--- src/rtl/ctrl_pkg.sv ---
// ctrl_pkg: shared types for the rv32 control sequencer and its decoder.
//   inst_type     - coarse instruction class derived from the opcode
//   fop_t         - ALU function select
//   b_t           - branch/jump kind (B_NONE for straight-line instructions)
//   ctrl_bundle_t - packed pipeline control bundle
//   seq_state_t   - sequencer FSM states
package ctrl_pkg;

    localparam logic [6:0] OP_R      = 7'b0110011;
    localparam logic [6:0] OP_LOAD   = 7'b0000011;
    localparam logic [6:0] OP_IMM    = 7'b0010011;
    localparam logic [6:0] OP_STORE  = 7'b0100011;
    localparam logic [6:0] OP_LUI    = 7'b0110111;
    localparam logic [6:0] OP_AUIPC  = 7'b0010111;
    localparam logic [6:0] OP_BRANCH = 7'b1100011;
    localparam logic [6:0] OP_JAL    = 7'b1101111;
    localparam logic [6:0] OP_JALR   = 7'b1100111;

    localparam logic [6:0] F7_BASE = 7'b0000000;
    localparam logic [6:0] F7_ALT  = 7'b0100000;

    typedef enum logic [3:0] {
        IT_R, IT_I, IT_LOAD, IT_STORE, IT_BRANCH,
        IT_LUI, IT_AUIPC, IT_JAL, IT_JALR, IT_BAD
    } inst_type;

    typedef enum logic [3:0] {
        FOP_ADD = 4'd0, FOP_SUB = 4'd1, FOP_SLL = 4'd2, FOP_SLT = 4'd3,
        FOP_XOR = 4'd4, FOP_SRL = 4'd5, FOP_SRA = 4'd6, FOP_OR  = 4'd7,
        FOP_AND = 4'd8, FOP_LUI = 4'd9
    } fop_t;

    typedef enum logic [2:0] {
        B_NONE = 3'd0, B_BEQ = 3'd1, B_BNE = 3'd2, B_BLT = 3'd3,
        B_BGE  = 3'd4, B_BLTU = 3'd5, B_BGEU = 3'd6, B_JUMP = 3'd7
    } b_t;

    typedef struct packed {
        fop_t alu_op;
        b_t   branch_type;
        logic reg_write_en;
        logic alu_mux_en;
        logic store_byte;
        logic load_byte;
        logic mem_to_reg;
        logic pc_add_write_value;
        logic read_next_pc;
        logic write_mem;
        logic read_mem;
        logic slt;
        logic u;
    } ctrl_bundle_t;

    typedef enum logic [1:0] {RUN, MEM_WAIT, RESOLVE, TRAP} seq_state_t;

    function automatic inst_type classify(input logic [6:0] opcode);
        case (opcode)
            OP_R:      return IT_R;
            OP_LOAD:   return IT_LOAD;
            OP_IMM:    return IT_I;
            OP_STORE:  return IT_STORE;
            OP_LUI:    return IT_LUI;
            OP_AUIPC:  return IT_AUIPC;
            OP_BRANCH: return IT_BRANCH;
            OP_JAL:    return IT_JAL;
            OP_JALR:   return IT_JALR;
            default:   return IT_BAD;
        endcase
    endfunction

endpackage

--- src/rtl/control_decode.sv ---
// control_decode: combinational RV32I decoder.
//   key     in  17  {funct7, funct3, opcode}
//   bundle  out     decoded ctrl_bundle_t (all zero when illegal)
//   illegal out 1   key is not a supported instruction
module control_decode
    import ctrl_pkg::*;
(
    input  logic [16:0]  key,
    output ctrl_bundle_t bundle,
    output logic         illegal
);

    logic [6:0]   funct7;
    logic [2:0]   funct3;
    inst_type     itype;
    ctrl_bundle_t dec;
    logic         bad;

    assign funct7 = key[16:10];
    assign funct3 = key[9:7];
    assign itype  = classify(key[6:0]);

    always_comb begin
        dec = '0;
        bad = 1'b0;
        case (itype)
            IT_R: begin
                dec.reg_write_en = 1'b1;
                case (funct3)
                    3'b000: dec.alu_op = (funct7 == F7_ALT) ? FOP_SUB : FOP_ADD;
                    3'b001: dec.alu_op = FOP_SLL;
                    3'b010: begin dec.alu_op = FOP_SLT; dec.slt = 1'b1; end
                    3'b011: begin dec.alu_op = FOP_SLT; dec.slt = 1'b1; dec.u = 1'b1; end
                    3'b100: dec.alu_op = FOP_XOR;
                    3'b101: dec.alu_op = (funct7 == F7_ALT) ? FOP_SRA : FOP_SRL;
                    3'b110: dec.alu_op = FOP_OR;
                    3'b111: dec.alu_op = FOP_AND;
                endcase
                // Only sub and sra use the alternate funct7.
                bad = !(funct7 == F7_BASE ||
                        (funct7 == F7_ALT && (funct3 == 3'b000 || funct3 == 3'b101)));
            end
            IT_I: begin
                dec.reg_write_en = 1'b1;
                dec.alu_mux_en   = 1'b1;
                case (funct3)
                    3'b000: dec.alu_op = FOP_ADD;
                    3'b001: begin dec.alu_op = FOP_SLL; bad = (funct7 != F7_BASE); end
                    3'b010: begin dec.alu_op = FOP_SLT; dec.slt = 1'b1; end
                    3'b011: begin dec.alu_op = FOP_SLT; dec.slt = 1'b1; dec.u = 1'b1; end
                    3'b100: dec.alu_op = FOP_XOR;
                    3'b101: begin
                        dec.alu_op = (funct7 == F7_ALT) ? FOP_SRA : FOP_SRL;
                        bad = !(funct7 == F7_BASE || funct7 == F7_ALT);
                    end
                    3'b110: dec.alu_op = FOP_OR;
                    3'b111: dec.alu_op = FOP_AND;
                endcase
            end
            IT_LOAD: begin
                dec.reg_write_en = 1'b1;
                dec.alu_mux_en   = 1'b1;
                dec.mem_to_reg   = 1'b1;
                dec.read_mem     = 1'b1;
                dec.load_byte    = (funct3 == 3'b000);
                bad = !(funct3 == 3'b000 || funct3 == 3'b010);
            end
            IT_STORE: begin
                dec.alu_mux_en = 1'b1;
                dec.write_mem  = 1'b1;
                dec.store_byte = (funct3 == 3'b000);
                bad = !(funct3 == 3'b000 || funct3 == 3'b010);
            end
            IT_LUI: begin
                dec.reg_write_en = 1'b1;
                dec.alu_mux_en   = 1'b1;
                dec.alu_op       = FOP_LUI;
            end
            IT_AUIPC: begin
                dec.reg_write_en       = 1'b1;
                dec.alu_mux_en         = 1'b1;
                dec.pc_add_write_value = 1'b1;
            end
            IT_BRANCH: begin
                dec.alu_op = FOP_SUB;
                case (funct3)
                    3'b000: dec.branch_type = B_BEQ;
                    3'b001: dec.branch_type = B_BNE;
                    3'b100: dec.branch_type = B_BLT;
                    3'b101: dec.branch_type = B_BGE;
                    3'b110: begin dec.branch_type = B_BLTU; dec.u = 1'b1; end
                    3'b111: begin dec.branch_type = B_BGEU; dec.u = 1'b1; end
                    default: bad = 1'b1;
                endcase
            end
            IT_JAL: begin
                dec.branch_type  = B_JUMP;
                dec.reg_write_en = 1'b1;
                dec.read_next_pc = 1'b1;
            end
            IT_JALR: begin
                dec.branch_type  = B_JUMP;
                dec.reg_write_en = 1'b1;
                dec.read_next_pc = 1'b1;
                dec.alu_mux_en   = 1'b1;
                bad = (funct3 != 3'b000);
            end
            default: bad = 1'b1;
        endcase
    end

    assign bundle  = bad ? '0 : dec;
    assign illegal = bad;

endmodule

--- src/rtl/control_sequencer.sv ---
// control_sequencer: registered, handshaked RV32I control stage.
// Optional feature: define CTRL_ILLEGAL_TRAP_EN to trap on undecodable words;
// otherwise they issue as NOP bundles and illegal_inst stays 0.
//   clk, rst (sync, active high)
//   instruction/inst_valid/inst_ready   fetch handshake
//   ctrl_valid/ctrl_ready + bundle      execute handshake (registered bundle)
//   mem_ack, branch_resolved, trap_ack  completion inputs
//   mem_timeout                         pulse in the last MEM_WAIT cycle
//   illegal_inst                        high while trapped
//
// state    | meaning
// RUN      | accepting/issuing bundles
// MEM_WAIT | issued load/store, waiting for mem_ack or timeout
// RESOLVE  | issued branch/jump, waiting for branch_resolved
// TRAP     | issued illegal word, waiting for trap_ack
module control_sequencer
    import ctrl_pkg::*;
#(
    parameter  int MEM_TIMEOUT = 15,
    localparam int CNT_W       = $clog2(MEM_TIMEOUT + 1)
)(
    input  logic        clk,
    input  logic        rst,
    input  logic [31:0] instruction,
    input  logic        inst_valid,
    output logic        inst_ready,
    input  logic        ctrl_ready,
    output logic        ctrl_valid,
    output fop_t        alu_op,
    output b_t          branch_type,
    output logic        reg_write_en,
    output logic        alu_mux_en,
    output logic        store_byte,
    output logic        load_byte,
    output logic        mem_to_reg,
    output logic        pc_add_write_value,
    output logic        read_next_pc,
    output logic        write_mem,
    output logic        read_mem,
    output logic        slt,
    output logic        u,
    input  logic        mem_ack,
    input  logic        branch_resolved,
    output logic        mem_timeout,
    output logic        illegal_inst,
    input  logic        trap_ack
);

    seq_state_t       state;
    ctrl_bundle_t     bundle_q;
    ctrl_bundle_t     dec_bundle;
    logic             dec_illegal;
    logic             valid_q;
    logic [CNT_W-1:0] wait_cnt;
    logic             accept;
    logic             handshake;
    logic             mem_expire;
    logic             unused_operand_bits;

    control_decode u_decode (
        .key     ({instruction[31:25], instruction[14:12], instruction[6:0]}),
        .bundle  (dec_bundle),
        .illegal (dec_illegal)
    );

    assign unused_operand_bits = ^{instruction[24:15], instruction[11:7]};

    // A bundle accepted in the same cycle a mem/branch bundle drains is held
    // back from execute until the sequencer returns to RUN.
    assign ctrl_valid = valid_q && (state == RUN);
    assign inst_ready = (state == RUN) && (!valid_q || ctrl_ready);
    assign accept     = inst_valid && inst_ready;
    assign handshake  = ctrl_valid && ctrl_ready;
    // Expiry is decided in the last waiting cycle so a coincident ack wins.
    assign mem_expire = (state == MEM_WAIT) && !mem_ack &&
                        (wait_cnt == CNT_W'(MEM_TIMEOUT - 1));
    assign mem_timeout = mem_expire;

`ifdef CTRL_ILLEGAL_TRAP_EN
    logic illegal_q;
    logic trap_flag;
    assign illegal_inst = trap_flag;
`else
    logic unused_illegal;
    assign unused_illegal = dec_illegal;
    assign illegal_inst   = 1'b0;
`endif

    always_ff @(posedge clk) begin
        if (rst) begin
            state    <= RUN;
            valid_q  <= 1'b0;
            bundle_q <= '0;
            wait_cnt <= '0;
`ifdef CTRL_ILLEGAL_TRAP_EN
            illegal_q <= 1'b0;
            trap_flag <= 1'b0;
`endif
        end else begin
            if (accept) begin
                bundle_q <= dec_bundle;
                valid_q  <= 1'b1;
`ifdef CTRL_ILLEGAL_TRAP_EN
                illegal_q <= dec_illegal;
`endif
            end else if (handshake) begin
                valid_q <= 1'b0;
            end

            case (state)
                RUN: begin
                    if (handshake) begin
                        if (bundle_q.read_mem || bundle_q.write_mem) begin
                            state    <= MEM_WAIT;
                            wait_cnt <= '0;
                        end else if (bundle_q.branch_type != B_NONE) begin
                            state <= RESOLVE;
                        end
`ifdef CTRL_ILLEGAL_TRAP_EN
                        else if (illegal_q) begin
                            state     <= TRAP;
                            trap_flag <= 1'b1;
                        end
`endif
                    end
                end
                MEM_WAIT: begin
                    if (mem_ack || mem_expire) state <= RUN;
                    else wait_cnt <= wait_cnt + CNT_W'(1);
                end
                RESOLVE: begin
                    if (branch_resolved) state <= RUN;
                end
                TRAP: begin
                    if (trap_ack) begin
                        state <= RUN;
`ifdef CTRL_ILLEGAL_TRAP_EN
                        trap_flag <= 1'b0;
`endif
                    end
                end
                default: state <= RUN;
            endcase
        end
    end

    assign alu_op             = bundle_q.alu_op;
    assign branch_type        = bundle_q.branch_type;
    assign reg_write_en       = bundle_q.reg_write_en;
    assign alu_mux_en         = bundle_q.alu_mux_en;
    assign store_byte         = bundle_q.store_byte;
    assign load_byte          = bundle_q.load_byte;
    assign mem_to_reg         = bundle_q.mem_to_reg;
    assign pc_add_write_value = bundle_q.pc_add_write_value;
    assign read_next_pc       = bundle_q.read_next_pc;
    assign write_mem          = bundle_q.write_mem;
    assign read_mem           = bundle_q.read_mem;
    assign slt                = bundle_q.slt;
    assign u                  = bundle_q.u;

endmodule

--- config.mk ---
export PLATFORM = sky130hd
export DESIGN_NAME = control_sequencer
export DESIGN_NICKNAME = d
export VERILOG_FILES = /design/src/rtl/ctrl_pkg.sv /design/src/rtl/control_decode.sv /design/src/rtl/control_sequencer.sv
export SDC_FILE = /design/constraint.sdc
export NUM_CORES = 1
export LEC_CHECK = 0
export CAP_MARGIN = 20
export CORE_ASPECT_RATIO = 1.5
export CORE_UTILIZATION = 35
export DETAILED_ROUTE_END_ITERATION = 8
export GPL_TIMING_DRIVEN = 1
export PLACE_DENSITY = 0.69
export SYNTH_ARGS = -nofsm -noshare
export SYNTH_HDL_FRONTEND = slang
export SYNTH_HIERARCHICAL = 1
export SYNTH_SLANG_ARGS = --single-unit
--- constraint.sdc ---
create_clock -name clk -period 2.05 [get_ports clk]
set_input_delay 0.41 -clock clk [delete_from_list [all_inputs] [get_ports clk]]
set_output_delay 0.41 -clock clk [all_outputs]
set_load 0.02 [all_outputs]
# --- After elaboration in Yosys (flattened, before gate mapping) ---
# Cells that the tools add are included.
op_classes:
  n_addsub: 1
  reduce_logical: 39
  n_mux: 38
  eq_ne: 36
op_table:
  columns: ["operator", "count"]
  rows:
  - ["$pmux W4 S7", 2]
  - ["$pmux W4 S9", 1]
  - ["$eq A7 B6 Y1 const B", 4]
  - ["$eq A7 B7 Y1 const B", 3]
  - ["$mux W18", 1]
  - ["$pmux W3 S6", 1]
  - ["$eq A4 B3 Y1 const B", 4]
  - ["$mux W2", 8]
  - ["$pmux W4 S4", 1]
  - ["$mux W1", 15]
  - ["$eq A7 B5 Y1 const B", 2]
  - ["$eq A3 B3 Y1 const B", 4]
  - ["$mux W4", 3]
  - ["$reduce_or A6 Y1", 2]
  - ["$reduce_or A2 Y1", 5]
  - ["$eq A4 B2 Y1 const B", 2]
  - ["$eq A4 B4 Y1 const B", 2]
  - ["$ne A2 B2 Y1 const B", 4]
  - ["$pmux W2 S4", 1]
  - ["$pmux W4 S2", 1]
  - ["$eq A7 B2 Y1 const B", 1]
  - ["$logic_and A1 B1 Y1", 7]
  - ["$logic_not A7 Y1", 1]
  - ["$logic_or A1 B1 Y1", 7]
  - ["other kinds (22)", 32]
word_totals:
  ff_bits: 25
  input_bits: 39
  out_inout_bits: 22
  wordCells: 130

# --- Logic depth before layout (Yosys ltp) ---
depth:
  depth_word: 7
  depth_mapped: 10
  depth_no_buf: 7

# --- By module ---
# Netlist, hierarchy kept.
modules_own_cells:
  columns: ["mod", "cells_per_inst", "area_each_um2", "n_inst", "seq_area_each_um2"]
  rows:
  - ["control_sequencer", 110, 1062.3, 1, 500.5]
  - ["control_decode", 97, 541.8, 1, 0.0]

# --- Worst setup path after synthesis ---
# Ideal clock, no wire load.
synth_timing:
  path_kind: "input-to-reg"
  start: "in instruction[6]"
  end: "reg bundle_q (netlist bit mem_to_reg)"
  slack_ns: -0.029
  path_buffers: 3
  required_time_ns: 1.985
  arrival_ns: 2.014
  setup_ns: 0.065
  stages: 10
  path_cell_list: "buf_2 > and3b_1 > a211oi_2 > o21ai_1 > a2111o_1 > buf_6 > nor3_2 > buf_4 > mux2i_1 > nor2_1"
synth_lines:
  columns: ["element", "line_no", "source"]
  rows:
  - ["start: declaration", "control_sequencer.sv:24", "input logic [31:0] instruction,"]
  - ["end signal: assignment", "control_sequencer.sv:101", "bundle_q <= dec_bundle;"]
  - ["end: declaration", "control_sequencer.sv:50", "ctrl_bundle_t bundle_q;"]

==> run summary <==
result of the run: finished with violations
violated checks: design-rule violations
cell area after technology mapping: 0.00160 mm^2
reported leakage power: 1.05 nW
slack of the worst reg-to-reg path: 0.29 ns
clk slew on worst S/H paths: 0.09 ns
share of layout cells above drive strength 1: 0.233
number of synthesized flops with an enable pin: 0
final number of setup-violating endpoints: 0
Worst Slack Setup Final: 0.0851 ns
die outline height: 84.9 um
Power per Cell Area: 408 mW/mm^2
nets in the synthesized netlist: 248
share of the synthesized area in the top cell type: 0.312
largest buffer count on any clock path: 2
vias post-DR: 1709
path type of the worst min-delay path: reg2reg
sum of negative setup slack: 0 ns
number of violations reported at the end of detailed-routing iteration 0: 85
clock buffer count from CTS: 3
post-synth top area cell: sky130_fd_sc_hd__dfxtp_1
global route overflow: 0
# diodes: 0
distinct cell type count after synthesis: 48
worst voltage drop across the vdd grid: 0.324 mV
pre-CTS setup slack: -0.511 ns
standard-cell rows: 29
number of hold violations in the final report: 0
flops & latches, synth: 25
synthesis-to-layout area growth: 53.7%
initial cell density of the core: 0.371
Core Util, Final: 0.571
clock tree from TritonCTS: done
WHS: 0.505 ns
worst hold stages: 1
Clock Sink Count: 25
remaining design rule violation count: 2
post-DP HPWL: 3090 um
hold buffer count at cts: 0
CTS root buffer: sky130_fd_sc_hd__clkbuf_8
sink of the worst hold path: wait_cnt[3]
total track usage: 0.178
portion of the post-synthesis area used by sequential elements: 0.312
first-pass GRT wire length: 7150 um
count of H-tree levels built during CTS: 1
Synth async-reset ratio: 0
antenna violations before repair: 0
mean cell area of the mapped netlist: 7.75 um^2
origin of the worst min-delay path: wait_cnt[3]
Layout Skew: 0.00286 ns
Arr. time, crit path: 2.18 ns
fin. max-slew vios: 0
capture point of the worst reg-to-reg path: wait_cnt[3]
required time worst endpoint: 2.26 ns
critical path peak fanout: 7
leading post-synthesis cells by cell area: sky130_fd_sc_hd__dfxtp_1 (31%), sky130_fd_sc_hd__mux2i_1 (11%), sky130_fd_sc_hd__nor2_1 (7.5%)
Startpoint Class: input pin
top_reg_cell synth: sky130_fd_sc_hd__dfxtp_1
total wirelength of the detailed-routed design: 4220 um
critical setup path kind: in2reg
area of the core: 0.00432 mm^2
largest net degree at the start of global routing: 22
maxcap violations: 0
final-stage net count: 317
DRT antenna net count: 0
minimum clock period after layout: 1.96 ns
most common cell after layout, fill and taps aside: sky130_fd_sc_hd__buf_4
leading cell types in the layout, fill and taps excluded: sky130_fd_sc_hd__buf_4 (31), sky130_fd_sc_hd__nor2_1 (30), sky130_fd_sc_hd__clkdlybuf4s50_1 (28)
Placer Congestion: 0.875
Ports: 61
first drt pass iteration count: 8
Fmax achieved: 0.509 GHz
Port Buffer Count: 44
final routed wire length divided by cell count: 13.2 um
worst r2r src: state[0]
FF-to-FF path depth: 5
number of global-route vias before repair: 1692
gate count of the mapped netlist: 207
die span in x: 57.3 um
via density per instance: 5.32
number of synthesis warnings: 6
clock latency at the later pin of the worst-skew pair: 0.27 ns
endpoint type of the worst setup path: flop
area enclosed by the die boundary: 0.00486 mm^2
fraction of the cycle the final worst path needs: 0.959
[how the worst max path moves through the flow]
stage	start	to	cells past startpoint
floorplan	instruction[12]	mem_to_reg	10
global placement	instruction[6]	alu_op[0]	9
detailed placement	instruction[4]	alu_op[1]	9
CTS	instruction[25]	alu_op[1]	8
global route	instruction[12]	alu_op[3]	9
finish	instruction[12]	alu_op[3]	9
[final cells by class]
type / instances / area [um^2]
clock buffer: 3 / 41.3
clock inverter: 1 / 7.51
fill: 404 / 1850
inverter: 5 / 18.8
multi-input combinational: 162 / 1100
sequential: 25 / 500
tap: 46 / 57.6
timing repair buffer: 79 / 737
[cells by family after synthesis]
logic type                 Yosys count  share of synthesized area
AOI/OAI and AO/OA                   40                      0.165
xor gates and xnor gates             2                     0.0109
adders and majority gates            2                     0.0156
buffers and inverters               20                     0.0608
DFF                                 25                      0.312
muxes                               18                      0.112
other                                1                    0.00234
and+or+nand+nor                     99                      0.321
[Yosys cell counts (all sizes together) (2+ instances only)]
cell	n
nor2	32
dfxtp	25
mux2i	18
nand2	16
a21oi	14
buf	9
nor3	9
nand3	7
o21ai	7
clkbuf	6
nor4	6
inv	5
nand2b	5
or2	4
a211oi	3
nand3b	3
nor3b	3
or4	3
a21o	2
a311oi	2
and2	2
and3	2
and3b	2
ha	2
nor2b	2
o31ai	2
xor2	2
[power by group]
group          internal [mW]  switching [mW]  total (mW)
clock                  0.138           0.164       0.302
combinational          0.112           0.104       0.216
sequential             0.487         0.00148       0.488
[critical path, stage by stage]
cell	delay [ns]
sky130_fd_sc_hd__dlygate4sd2_1	0.26
sky130_fd_sc_hd__or2_4	0.27
sky130_fd_sc_hd__nor2_1	0.16
sky130_fd_sc_hd__o32ai_1	0.10
sky130_fd_sc_hd__a2111o_1	0.36
sky130_fd_sc_hd__buf_12	0.17
sky130_fd_sc_hd__nor4_4	0.25
sky130_fd_sc_hd__mux2i_1	0.10
sky130_fd_sc_hd__nor2_1	0.10
[layer usage]
metal  global-route usage  up-vias  share of wire
met1                0.204      798           0.43
met5                    0        -              0
met4               0.0510        0         0.0040
met3               0.0183        2          0.028
li1                     -      872              -
met2                0.339       37           0.54
[per-stage QoR]
step | std cells | power, mW | area, um^2
floorplan | 207 | 0.600 | 1600
global placement | 313 | 0.702 | 2280
detailed placement | 313 | 0.703 | 2280
CTS | 317 | 1.00 | 2380
global route | 321 | 1.05 | 2460
finish | 321 | 1.01 | 2460
[what timing repair did]
| action | 4_1_cts | 5_1_grt |
|---|---|---|
| resized for setup | 21 | 24 |
| hold endpoints to repair | 0 | 0 |
| pin swaps | 3 | 11 |
| gates cloned | 0 | 1 |
| setup buffers | 0 | 3 |
| setup endpoints to repair | 18 | 16 |
(Power assumes the default switching activity.)
==> edit 1: new RTL, same settings <==
`MEM_TIMEOUT`: 15 -> 16.
--- a/src/rtl/control_sequencer.sv
+++ b/src/rtl/control_sequencer.sv
@@ -16,7 +16,7 @@
 module control_sequencer
     import ctrl_pkg::*;
 #(
-    parameter  int MEM_TIMEOUT = 15,
+    parameter  int MEM_TIMEOUT = 16,
     localparam int CNT_W       = $clog2(MEM_TIMEOUT + 1)
 )(
     input  logic        clk,
Function: no difference found for any inputs over 10 cycles, from zero or initial values and one cycle with rst high; that may be too few to reach the edited logic, so the function may still have changed.
==> edit 1 against the unedited design <==
- sequential cell count rose by 1
- register-to-register slack got worse by 0.28 ns
- fmax fell by 3.5%
- non-clock buffer count rose by 11
- synthesized area rose by 11%
- power rose by 0.92%
- worst setup slack got worse by 0.070 ns
- synthesized cell count rose by 17%
- combinational power rose by 2%
- wire length rose by 27%
- core utilization fell by 0.90 points
- design area rose by 11%
- critical path type is now flip-flop to flip-flop
- largest power group unchanged
==> edit 1: results (changes against the unedited design) <==
[logic_synthesis]
mappedNetlistNets=284  ; was 248
synth_compound_area_share_pct=27.1  ; was 16.5%
synth-adder-area-share_pct=1.40  ; was 1.56%
synth-seq-area-share_pct=29.2  ; was 31.2%
synth.area.mux_share_pct=0.561  ; was 11.2%
post_synth_main_area_contributors=sky130_fd_sc_hd__dfxtp_1, sky130_fd_sc_hd__a21oi_1, sky130_fd_sc_hd__o31ai_1  ; was sky130_fd_sc_hd__dfxtp_1, sky130_fd_sc_hd__mux2i_1, sky130_fd_sc_hd__nor2_1
syn-instance-count=243  ; was 207

[placed_design]
numPlacedInstances=369  ; was 313
gpl.final_weighted_congestion=0.895  ; was 0.875
detailed_place.area_um2=2550  ; was 2280 um2

[global_routing]
grt.met3_usage_pct=2.17  ; was 1.83%
grt_use_total_pct=20.3  ; was 17.8%

[cells_and_area]
layout.cells.non_filler=375  ; was 321
number_of_signal_net_buffers_in_the_layout=90  ; was 79
area_delta_synth_final_pct=52.7  ; was 53.7%
finalNetCount=352  ; was 317
clock_tree_area_fraction_pct=1.52  ; was 1.98%

[critical_path]
reg2reg_depth=6  ; was 5
timing.rr.end=wait_cnt[4]  ; was wait_cnt[3]
timing.critical_path.slowest_cell_delay_ns=0.51  ; was 0.36 ns
critical_path_maximum_fanout=5  ; was 7
worst_path_max_delay_cell=sky130_fd_sc_hd__or4b_4  ; was sky130_fd_sc_hd__a2111o_1
start_point_of_the_critical_path=wait_cnt[1]  ; was instruction[12]

[power_and_ir_drop]
power.combinational.total_mw=0.220  ; was 0.216 mW
internal_power_mw=0.739  ; was 0.736 mW
p_switching_mw=0.277  ; was 0.270 mW

[timing]
hold_slack_ns=0.466  ; was 0.505 ns

[status]
run_status=finished clean  ; was finished with violations

edit 1: cell types whose count changed in the layout (fill, tap and decap cells not counted), sizes merged, moves of 4 or more:
| cell | before | now |
|---|---|---|
| clkdlybuf4s50 | 28 | 24 |
| buf | 34 | 51 |
| a21oi | 14 | 35 |
| mux2i | 18 | 1 |
| o211ai | 0 | 4 |
| nand4 | 1 | 19 |
| nor2 | 32 | 15 |
| o31ai | 2 | 18 |
edit 1: timing repair:
item                       in CTS  in global routing
setup buffers                   1                  2
gates resized for setup        51                 29
hold buffers                    0                  0
setup endpoints to repair      18                 17
pin swaps                      12                 17
edit 1: how the worst max path moves through the flow:
| stage | to | slack, ns | cells past startpoint |
|---|---|---|---|
| 3_5_place_dp | write_mem | -0.54 | 9 |
| 3_3_place_gp | alu_op[1] | -0.54 | 8 |
| 2_1_floorplan | wait_cnt[4] | -0.03 | 7 |
| 5_1_grt | alu_op[1] | -0.05 | 9 |
| 4_1_cts | read_mem | 0.0004 | 9 |
| 6_report | wait_cnt[4] | 0.01 | 6 |
==> edit 2: new RTL, same settings <==
Made on the original files. Re-encode `seq_state_t` (4 states) as Gray code, 2 bits wide.
--- a/src/rtl/ctrl_pkg.sv
+++ b/src/rtl/ctrl_pkg.sv
@@ -51,7 +51,7 @@
         logic u;
     } ctrl_bundle_t;
 
-    typedef enum logic [1:0] {RUN, MEM_WAIT, RESOLVE, TRAP} seq_state_t;
+    typedef enum logic [1:0] {RUN = 2'b00, MEM_WAIT = 2'b01, RESOLVE = 2'b11, TRAP = 2'b10} seq_state_t;
 
     function automatic inst_type classify(input logic [6:0] opcode);
         case (opcode)
Behaviour: same outputs for any inputs over 10 cycles, from zero or initial values and one cycle with rst high; not proved beyond that.
==> edit 2 against the unedited design <==
- the flow still finishes with violations (DRC)
- worst setup slack got worse by 0.013 ns
- synthesized area increased by 2.7%
- sequential cell count unchanged
- wire length increased by 7.3%
- fmax decreased by 0.66%
- design area increased by 1.7%
- highest routed layer unchanged
- power increased by 0.72%
- sequential share of layout area decreased by 0.34 points
- die area increased by 2.6%
==> edit 2: results (changes against the unedited design) <==
[cts]
htree_levels=1  ; unchanged
tritoncts.num_buffers=3  ; unchanged
clock_tree.root_cell=sky130_fd_sc_hd__clkbuf_8  ; unchanged

[power_and_ir_drop]
power_sequential_mw=0.489  ; was 0.488 mW
power_per_cell_area_nw_per_um2=404  ; was 408 nW/um2
power.static_leakage_nw=1.09  ; was 1.05 nW
power.ir.vdd_worst_mv=0.261  ; was 0.324 mV
clkPwrFrac_pct=29.8  ; was 30.0%
p_switching_mw=0.275  ; was 0.270 mW

[route]
detail_route.wirelength_um=4530  ; was 4220 um
detail_route.first_pass.iterations=6  ; was 8
remaining_drcs=3  ; was 2
dr.first_iter.drc_count=74  ; was 85
wirelength_per_cell_um=13.7  ; was 13.2 um
route.detailed.vias_per_inst=5.23  ; was 5.32

[status]
run_status=finished with violations  ; unchanged
failed_checks=DRC  ; unchanged

[logic_synthesis]
synth-seq-area-share_pct=30.4  ; was 31.2%
synth.distinct_cells=46  ; was 48
post_synth_main_area_contributors=sky130_fd_sc_hd__dfxtp_1, sky130_fd_sc_hd__mux2i_1, sky130_fd_sc_hd__nor2_1  ; unchanged
syn-instance-count=214  ; was 207
synth_commonest_cells=sky130_fd_sc_hd__nor2_1, sky130_fd_sc_hd__dfxtp_1, sky130_fd_sc_hd__mux2i_1, sky130_fd_sc_hd__nand2_1, sky130_fd_sc_hd__a21oi_1  ; unchanged

[worst_hold_path]
holdPathEnd=alu_op[0]  ; was wait_cnt[3]
hold_depth=2  ; was 1
hold_start=alu_op[0]  ; was wait_cnt[3]

[critical_path]
timing.critical_path.slowest_cell_delay_ns=0.38  ; was 0.36 ns
critical_path_maximum_fanout=4  ; was 7
regToRegSetupSlack_ns=0.38  ; was 0.29 ns
worstReg2RegStart=state[1]  ; was state[0]
timing.rr.end=wait_cnt[1]  ; was wait_cnt[3]

[placed_design]
pre_cts_ws_ns=-0.510  ; was -0.511 ns
detailed_place_hpwl_um=3410  ; was 3090 um
detailed_place.area_um2=2330  ; was 2280 um2
gpl.final_weighted_congestion=0.946  ; was 0.875

[cells_and_area]
fillers=446  ; was 404
post_route_cells_drive_above_1_share_pct=24.3  ; was 23.3%
finalNetCount=326  ; was 317

[global_routing]
grt_pass1_wl_um=7190  ; was 7150 um
grt_use_total_pct=18.0  ; was 17.8%
grt_max_degree=19  ; was 22

[timing]
clock_skew_ns=0.00920  ; was 0.00286 ns
hold_slack_ns=0.507  ; was 0.505 ns

edit 2: cells by family after synthesis:
| logic type | count (synthesis) | synth area share (%) |
|---|---|---|
| AOI/OAI and AO/OA | 38 | 14.1 |
| xor gates and xnor gates | 2 | 1.06 |
| adders and majority gates | 2 | 1.52 |
| buffers and inverters | 22 | 7.22 |
| DFF | 25 | 30.4 |
| muxes | 21 | 12.8 |
| other | 1 | 0.228 |
| and+or+nand+nor | 103 | 32.6 |
edit 2: repair_timing:
| item | in CTS | in global routing |
|---|---|---|
| pin swaps | 5 | 10 |
| buffers inserted | 1 | 1 |
| gates resized for setup | 18 | 31 |
| endpoints found under the setup margin | 17 | 16 |
| gates cloned | 0 | 1 |
edit 2: worst max-delay path by stage:
| stage | slack [ns] | cells past startpoint | startpoint | end |
|---|---|---|---|---|
| final | 0.07 | 10 | instruction[14] | alu_op[2] |
| after global routing | -0.003 | 9 | instruction[14] | slt |
| after CTS | -0.01 | 8 | instruction[27] | alu_op[3] |
| after detailed placement | -0.51 | 9 | instruction[6] | branch_type[0] |
| after global placement | -0.51 | 9 | instruction[6] | reg_write_en |
| after floorplan | 0.008 | 10 | instruction[12] | mem_to_reg |
edit 2: cell type report:
| type | instances | area (um2) | share of cell area, % |
|---|---|---|---|
| Clock buffer | 3 | 41.3 | 1.65 |
| Clock inverter | 1 | 7.51 | 0.299 |
| Inverter | 5 | 18.8 | 0.749 |
| Multi-Input combinational cell | 167 | 1130 | 45.0 |
| Sequential cell | 25 | 500 | 20.0 |
| Tap cell | 48 | 60.1 | 2.40 |
| Timing Repair Buffer | 83 | 751 | 29.9 |
edit 2: per-layer routing:
metal  vias up  track usage [%]  share of wire [%]
met5         -                0                  0
met4         0             8.01                2.5
met3        11             2.26                2.3
met2        35             34.2                 54
met1       804             19.2                 41
li1        886                -                  -
